--- config.mk ---
export PLATFORM = sky130hd
export DESIGN_NAME = lcd_line_writer_flat
export DESIGN_NICKNAME = d
export VERILOG_FILES = /design/src/rtl/lcd_line_writer_if.sv /design/src/rtl/lcd_line_writer.sv /design/src/flat_wrapper.sv
export SDC_FILE = /design/constraint.sdc
export NUM_CORES = 1
export LEC_CHECK = 0
export BUFFER_PORTS_ARGS = -buffer_cell sky130_fd_sc_hd__buf_2
export CORE_MARGIN = 2
export CORE_UTILIZATION = 65
export CTS_CLUSTER_DIAMETER = 120
export DETAILED_ROUTE_END_ITERATION = 12
export PLACE_DENSITY = 0.83
export SYNTH_ARGS = -nofsm -noshare
export SYNTH_HDL_FRONTEND = slang
export SYNTH_SLANG_ARGS = --single-unit
--- constraint.sdc ---
create_clock -name CLK -period 3.6 [get_ports CLK]
set_input_delay 0.36 -clock CLK [delete_from_list [all_inputs] [get_ports CLK]]
set_output_delay 0.36 -clock CLK [all_outputs]
set_load 0.02 [all_outputs]
--- src/rtl/lcd_line_writer_if.sv ---
// rtl/lcd_line_writer_if.sv - host buffer/start port and clplcd request/done handshake
interface lcd_line_writer_if;
  logic       start;
  logic       wr_en;
  logic [4:0] wr_addr;
  logic [7:0] wr_data;
  logic       busy;
  logic       done;
  logic       error;
  logic       lcd_init;
  logic       lcd_resetreq;
  logic       lcd_addrreq;
  logic       lcd_datareq;
  logic       lcd_clearreq;
  logic       lcd_homereq;
  logic       lcd_cmdreq;
  logic [7:0] lcd_din;
  logic       lcd_reset_done;
  logic       lcd_addr_done;
  logic       lcd_data_done;

  modport master (
    input  start, wr_en, wr_addr, wr_data,
    input  lcd_reset_done, lcd_addr_done, lcd_data_done,
    output busy, done, error,
    output lcd_init, lcd_resetreq, lcd_addrreq, lcd_datareq,
    output lcd_clearreq, lcd_homereq, lcd_cmdreq, lcd_din
  );

  modport slave (
    output start, wr_en, wr_addr, wr_data,
    output lcd_reset_done, lcd_addr_done, lcd_data_done,
    input  busy, done, error,
    input  lcd_init, lcd_resetreq, lcd_addrreq, lcd_datareq,
    input  lcd_clearreq, lcd_homereq, lcd_cmdreq, lcd_din
  );
endinterface

--- src/rtl/lcd_line_writer.sv ---
// rtl/lcd_line_writer.sv - sequences panel reset, line addresses and 2x16 characters into clplcd
module lcd_line_writer #(
  parameter int         CHARS_PER_LINE = 16,
  parameter logic [6:0] LINE1_ADDR     = 7'h00,
  parameter logic [6:0] LINE2_ADDR     = 7'h40,
  parameter int         TIMEOUT        = 4194304
) (
  input logic              CLK,
  input logic              reset,
  lcd_line_writer_if.master bus
);

  localparam int BUF_DEPTH = 2 * CHARS_PER_LINE;
  localparam int AW        = $clog2(BUF_DEPTH);
  localparam int CW        = $clog2(CHARS_PER_LINE);
  localparam logic [CW-1:0] LAST_CHAR = CW'(CHARS_PER_LINE - 1);
  localparam logic [22:0]   TMO_LAST  = 23'(TIMEOUT - 1);

  typedef enum logic [1:0] {IDLE, ISSUE, REQ, FINISH} state_t;
  typedef enum logic [1:0] {OP_RESET, OP_ADDR, OP_DATA} op_t;

  state_t        state, state_n;
  op_t           op, op_n;
  logic          line, line_n;
  logic [CW-1:0] char_idx, char_n;
  logic [22:0]   tmo_cnt, cnt_n;
  logic          panel_ready, ready_n;
  logic          error_q, err_n;
  logic [7:0]    din_q, din_n;
  logic [7:0]    msg_buf [BUF_DEPTH];
  logic [AW-1:0] rd_idx;
  logic          op_done;

  // Host writes only land while idle so a running update sees a frozen buffer.
  always_ff @(posedge CLK) begin
    if (reset) begin
      for (int i = 0; i < BUF_DEPTH; i++) msg_buf[i] <= 8'h20;
    end else if (bus.wr_en && state == IDLE) begin
      msg_buf[bus.wr_addr] <= bus.wr_data;
    end
  end

  assign rd_idx  = line ? AW'(CHARS_PER_LINE) + AW'(char_idx) : AW'(char_idx);
  assign op_done = (op == OP_RESET && bus.lcd_reset_done) ||
                   (op == OP_ADDR  && bus.lcd_addr_done)  ||
                   (op == OP_DATA  && bus.lcd_data_done);

  always_ff @(posedge CLK) begin
    if (reset) begin
      state       <= IDLE;
      op          <= OP_RESET;
      line        <= 1'b0;
      char_idx    <= '0;
      tmo_cnt     <= '0;
      panel_ready <= 1'b0;
      error_q     <= 1'b0;
      din_q       <= 8'h00;
    end else begin
      state       <= state_n;
      op          <= op_n;
      line        <= line_n;
      char_idx    <= char_n;
      tmo_cnt     <= cnt_n;
      panel_ready <= ready_n;
      error_q     <= err_n;
      din_q       <= din_n;
    end
  end

  always_comb begin
    state_n = state;
    op_n    = op;
    line_n  = line;
    char_n  = char_idx;
    cnt_n   = tmo_cnt;
    ready_n = panel_ready;
    err_n   = error_q;
    din_n   = din_q;
    case (state)
      IDLE: begin
        if (bus.start) begin
          state_n = ISSUE;
          err_n   = 1'b0;
          line_n  = 1'b0;
          char_n  = '0;
          op_n    = panel_ready ? OP_ADDR : OP_RESET;
        end
      end
      ISSUE: begin
        cnt_n   = '0;
        state_n = REQ;
        case (op)
          OP_ADDR: din_n = {1'b0, line ? LINE2_ADDR : LINE1_ADDR};
          OP_DATA: din_n = msg_buf[rd_idx];
          default: din_n = 8'h00;
        endcase
      end
      REQ: begin
        if (op_done) begin
          state_n = ISSUE;
          case (op)
            OP_RESET: begin
              ready_n = 1'b1;
              op_n    = OP_ADDR;
            end
            OP_ADDR: begin
              op_n   = OP_DATA;
              char_n = '0;
            end
            default: begin
              if (char_idx != LAST_CHAR) begin
                char_n = char_idx + CW'(1);
              end else if (!line) begin
                line_n = 1'b1;
                op_n   = OP_ADDR;
              end else begin
                state_n = FINISH;
              end
            end
          endcase
        end else if (tmo_cnt == TMO_LAST) begin
          // A silent controller leaves the panel in an unknown state; force a re-reset next time.
          state_n = IDLE;
          err_n   = 1'b1;
          ready_n = 1'b0;
        end else begin
          cnt_n = tmo_cnt + 23'd1;
        end
      end
      FINISH: state_n = IDLE;
      default: state_n = IDLE;
    endcase
  end

  assign bus.busy         = (state != IDLE);
  assign bus.done         = (state == FINISH);
  assign bus.error        = error_q;
  assign bus.lcd_init     = (state == ISSUE);
  assign bus.lcd_resetreq = (state == REQ) && (op == OP_RESET);
  assign bus.lcd_addrreq  = (state == REQ) && (op == OP_ADDR);
  assign bus.lcd_datareq  = (state == REQ) && (op == OP_DATA);
  assign bus.lcd_clearreq = 1'b0;
  assign bus.lcd_homereq  = 1'b0;
  assign bus.lcd_cmdreq   = 1'b0;
  assign bus.lcd_din      = din_q;

endmodule

--- src/flat_wrapper.sv ---
// flat-port wrapper written by rule: the top's interface ports become plain ports
module lcd_line_writer_flat 
#(
  parameter int         CHARS_PER_LINE = 16,
  parameter logic [6:0] LINE1_ADDR     = 7'h00,
  parameter logic [6:0] LINE2_ADDR     = 7'h40,
  parameter int         TIMEOUT        = 4194304
)
  (CLK, reset, bus_start, bus_wr_en, bus_wr_addr, bus_wr_data, bus_lcd_reset_done, bus_lcd_addr_done, bus_lcd_data_done, bus_busy, bus_done, bus_error, bus_lcd_init, bus_lcd_resetreq, bus_lcd_addrreq, bus_lcd_datareq, bus_lcd_clearreq, bus_lcd_homereq, bus_lcd_cmdreq, bus_lcd_din);
  lcd_line_writer_if bus_i ();
  input logic CLK;
  input logic reset;
  input wire logic [$bits(bus_i.start)-1:0] bus_start;
  input wire logic [$bits(bus_i.wr_en)-1:0] bus_wr_en;
  input wire logic [$bits(bus_i.wr_addr)-1:0] bus_wr_addr;
  input wire logic [$bits(bus_i.wr_data)-1:0] bus_wr_data;
  input wire logic [$bits(bus_i.lcd_reset_done)-1:0] bus_lcd_reset_done;
  input wire logic [$bits(bus_i.lcd_addr_done)-1:0] bus_lcd_addr_done;
  input wire logic [$bits(bus_i.lcd_data_done)-1:0] bus_lcd_data_done;
  output wire logic [$bits(bus_i.busy)-1:0] bus_busy;
  output wire logic [$bits(bus_i.done)-1:0] bus_done;
  output wire logic [$bits(bus_i.error)-1:0] bus_error;
  output wire logic [$bits(bus_i.lcd_init)-1:0] bus_lcd_init;
  output wire logic [$bits(bus_i.lcd_resetreq)-1:0] bus_lcd_resetreq;
  output wire logic [$bits(bus_i.lcd_addrreq)-1:0] bus_lcd_addrreq;
  output wire logic [$bits(bus_i.lcd_datareq)-1:0] bus_lcd_datareq;
  output wire logic [$bits(bus_i.lcd_clearreq)-1:0] bus_lcd_clearreq;
  output wire logic [$bits(bus_i.lcd_homereq)-1:0] bus_lcd_homereq;
  output wire logic [$bits(bus_i.lcd_cmdreq)-1:0] bus_lcd_cmdreq;
  output wire logic [$bits(bus_i.lcd_din)-1:0] bus_lcd_din;
  assign bus_i.start = bus_start;
  assign bus_i.wr_en = bus_wr_en;
  assign bus_i.wr_addr = bus_wr_addr;
  assign bus_i.wr_data = bus_wr_data;
  assign bus_i.lcd_reset_done = bus_lcd_reset_done;
  assign bus_i.lcd_addr_done = bus_lcd_addr_done;
  assign bus_i.lcd_data_done = bus_lcd_data_done;
  assign bus_busy = bus_i.busy;
  assign bus_done = bus_i.done;
  assign bus_error = bus_i.error;
  assign bus_lcd_init = bus_i.lcd_init;
  assign bus_lcd_resetreq = bus_i.lcd_resetreq;
  assign bus_lcd_addrreq = bus_i.lcd_addrreq;
  assign bus_lcd_datareq = bus_i.lcd_datareq;
  assign bus_lcd_clearreq = bus_i.lcd_clearreq;
  assign bus_lcd_homereq = bus_i.lcd_homereq;
  assign bus_lcd_cmdreq = bus_i.lcd_cmdreq;
  assign bus_lcd_din = bus_i.lcd_din;
  lcd_line_writer #(.CHARS_PER_LINE(CHARS_PER_LINE), .LINE1_ADDR(LINE1_ADDR), .LINE2_ADDR(LINE2_ADDR), .TIMEOUT(TIMEOUT)) u_core (.CLK(CLK), .reset(reset), .bus(bus_i));
endmodule
==> reports/metrics.csv <==
metric;value;unit
worst-path cell with the longest stage delay;o21ai_0;
library cells used by synthesis;51;
count of input and output buffers;34;
Core ar.;21100;um^2
Clock Tree Buf Depth;3;
hold buffers post-CTS;0;
final instance area;15500;um^2
CTS buffer count;30;
max cap viols;0;
crit-path cells;nor4b_1 > nor2b_1 > nand2b_1 > o21ai_0 > buf_4;
DP HPWL;21000;um
Initial Util;66.6;%
syn avg cell area;13.5;um^2
data arrival time of the critical path;3.04;ns
Final Hold Fails;0;
setup TNS;0;ns
Post-synth EDFFs;256;
worst reg2reg startpoint;u_core.state[1];
Worst Setup Path Type;reg -> reg;
average routed wire per standard cell;23.9;um
Post-Synthesis Cells;1043;
area of the multi-input gates;5160;um^2
Reg2Reg Setup Slack;0.82;ns
Max-slew headroom;5.66;%
final worst path period share;77.1;%
CP Capture Type;flop;
Placed Cells;1314;
M1 GR Usage;41.8;%
antenna violations before repair;1;
WP buf/inv;1;
number of vias per cell;6.58;
R2R Path End;u_core.msg_buf[12][4];
crit-path max cell delay;0.57;ns
nets@finish;1096;
Post-CTS Resized;0;
final setup fails;0;
Remaining Overflow, GRT;0;
Die Area;22800;um^2
most instantiated cells after synthesis;edfxtp_1, and2_1, clkbuf_1;
Final Non-Filler Cells;1371;
layout filler cell count;1293;
GRT Util Overall;29.6;%
Worst setup SP type;flop;
final max-slew violation count;0;
final core occ;73.7;%
Post-CTS Setup Bufs;0;
Fin Clk Skew;0.0108;ns
Pleak;0.00533;uW
DRT iter0 DRCs;957;
synth warn;0;
RSZ-0062 raised after global routing;no;
synthesized flop and latch total;298;
destination of the worst hold path;u_core.line;
top-count cell post-synth;edfxtp_1;
GRT Max-Usage Layer;met2;
register area;8530;um^2
Total Power;7240;uW
R2R cell count;5;
clock slew at reported path FFs;0.06;ns
# DRC;0;
met2 usage;47.3;%
share of the synthesized area in the top cell type;54.7;%
Die Span Y;151;um
pin count of the biggest net entering global routing;44;
Max IR drop VDD;0.000326;V
Critical Path Fanout Max;24;
status;finished, final reports clean;
Final ANT Viol Nets;0;
sequential share of the synthesized area;60.7;%
root buffer cell;clkbuf_16;
CTS tree;built;
worst hold path cell count;2;
layout cell share with drive strength beyond 1;18.7;%
RePlAce Congestion;0.849;
H-tree levels;1;
Worst-Margin Slew;1.40;ns
maximum clock rate;0.360;GHz
io pins;38;
row cnt;53;
via count;9019;
PwrDens;466;nW/um^2
top cells by area, synth;edfxtp_1, mux4_2, and2_1;
Area Growth Syn to Fin;10.7;%
min-delay src;bus_start;
most used flip-flop cell after synthesis;edfxtp_1;
met3 Use GR;4.22;%
Die Width;151;um
CP required;3.86;ns
Clk Latency, worst-skew pair;0.55;ns
post-synth top area cell;edfxtp_1;
FFs w/ async S/R, synth;0;%
placed instance area;14600;um^2
Hold Crit Class;in -> reg;
Final Routed Wirelength;32700;um
cell family with most CP delay;simple AND/OR/NAND/NOR gates;
DRT Pass-1 Iters;5;
vias in the first global route;8613;
crit path time final;2.78;ns
first-pass GRT wire length;50000;um
# clock sinks;298;
Synth Cell Area;14000;um^2
## registers in the layout, indices dropped and copies added (netlist names)
name                flops
u_core.line             1
u_core.panel_ready      1
u_core.tmo_cnt         23
u_core.bus.error        1
u_core.state            2
u_core.op               2
u_core.bus.lcd_din      8
u_core.msg_buf        256
u_core.char_idx         4
## layer usage
| metal | part of all wire (%) | up-vias |
|---|---|---|
| li1 | - | 3954 |
| met1 | 38 | 4487 |
| met2 | 49 | 486 |
| met3 | 9.3 | 92 |
| met4 | 3.9 | 0 |
| met5 | 0 | - |
## how the worst max path moves through the flow
| stage | from | to | cells after the start |
|---|---|---|---|
| 2_1_floorplan | u_core.state[1] | u_core.msg_buf[0][0] | 6 |
| 3_3_place_gp | reset | u_core.msg_buf[12][6] | 6 |
| 6_report | u_core.state[1] | u_core.msg_buf[12][4] | 5 |
| 5_1_grt | u_core.state[1] | u_core.msg_buf[12][0] | 5 |
| 3_5_place_dp | reset | u_core.msg_buf[12][0] | 6 |
| 4_1_cts | u_core.state[1] | u_core.msg_buf[12][0] | 5 |
## worst reg2reg max path, cell delays in order, from the launching register on
cell      delay, ns
dfxtp_1        0.38
nor4b_1        0.50
nor2b_1        0.24
nand2b_1       0.56
o21ai_0        0.57
buf_4          0.24
## power by group
group,leakage (uW),switching (uW),internal (uW)
clock network,0.000466,1290,1700
registers,0.00287,42.5,3840
logic,0.00199,247,120
## per-stage QoR
stage	setup slack (ns)	hold slack, ns
6_report	0.823	0.0438
5_1_grt	0.569	0.0571
4_1_cts	0.873	0.0394
3_5_place_dp	0.667	0.446
3_3_place_gp	0.897	0.423
2_1_floorplan	1.21	0.415
## logic make-up (layout without fill, tap and decap cells)
| kind of cell | after synthesis | in the layout | synth area share, % |
|---|---|---|---|
| simple gates | 442 | 442 | 18.2 |
| flops | 298 | 298 | 60.7 |
| compound gates | 112 | 112 | 5.17 |
| mux | 94 | 94 | 12.9 |
| buf+inv | 91 | 141 | 2.57 |
| fa+ha+maj | 5 | 5 | 0.446 |
| other cells | 1 | 4 | 0.0267 |
## layout by cell type, fill, tap and decap left out, types with 23 or more instances in the layout
cell type / instances
or3_1: 41
o21ai_0: 35
mux4_2: 69
a21oi_1: 23
clkbuf_16: 31
nand2_1: 42
dfxtp_1: 39
nor2_1: 48
buf_2: 34
edfxtp_1: 256
buf_4: 44
and2_1: 229
## layout make-up
cell class                      count  share of cell area, %
Sequential cell                   298                   54.9
Multi-Input combinational cell    656                   33.2
Clock buffer                       33                   5.04
Timing Repair Buffer               80                   3.48
Tap cell                          275                   2.21
Clock inverter                     23                   1.01
Inverter                            5                  0.121
Antenna cell                        1                 0.0161
Power figures use the tool's default switching activity.
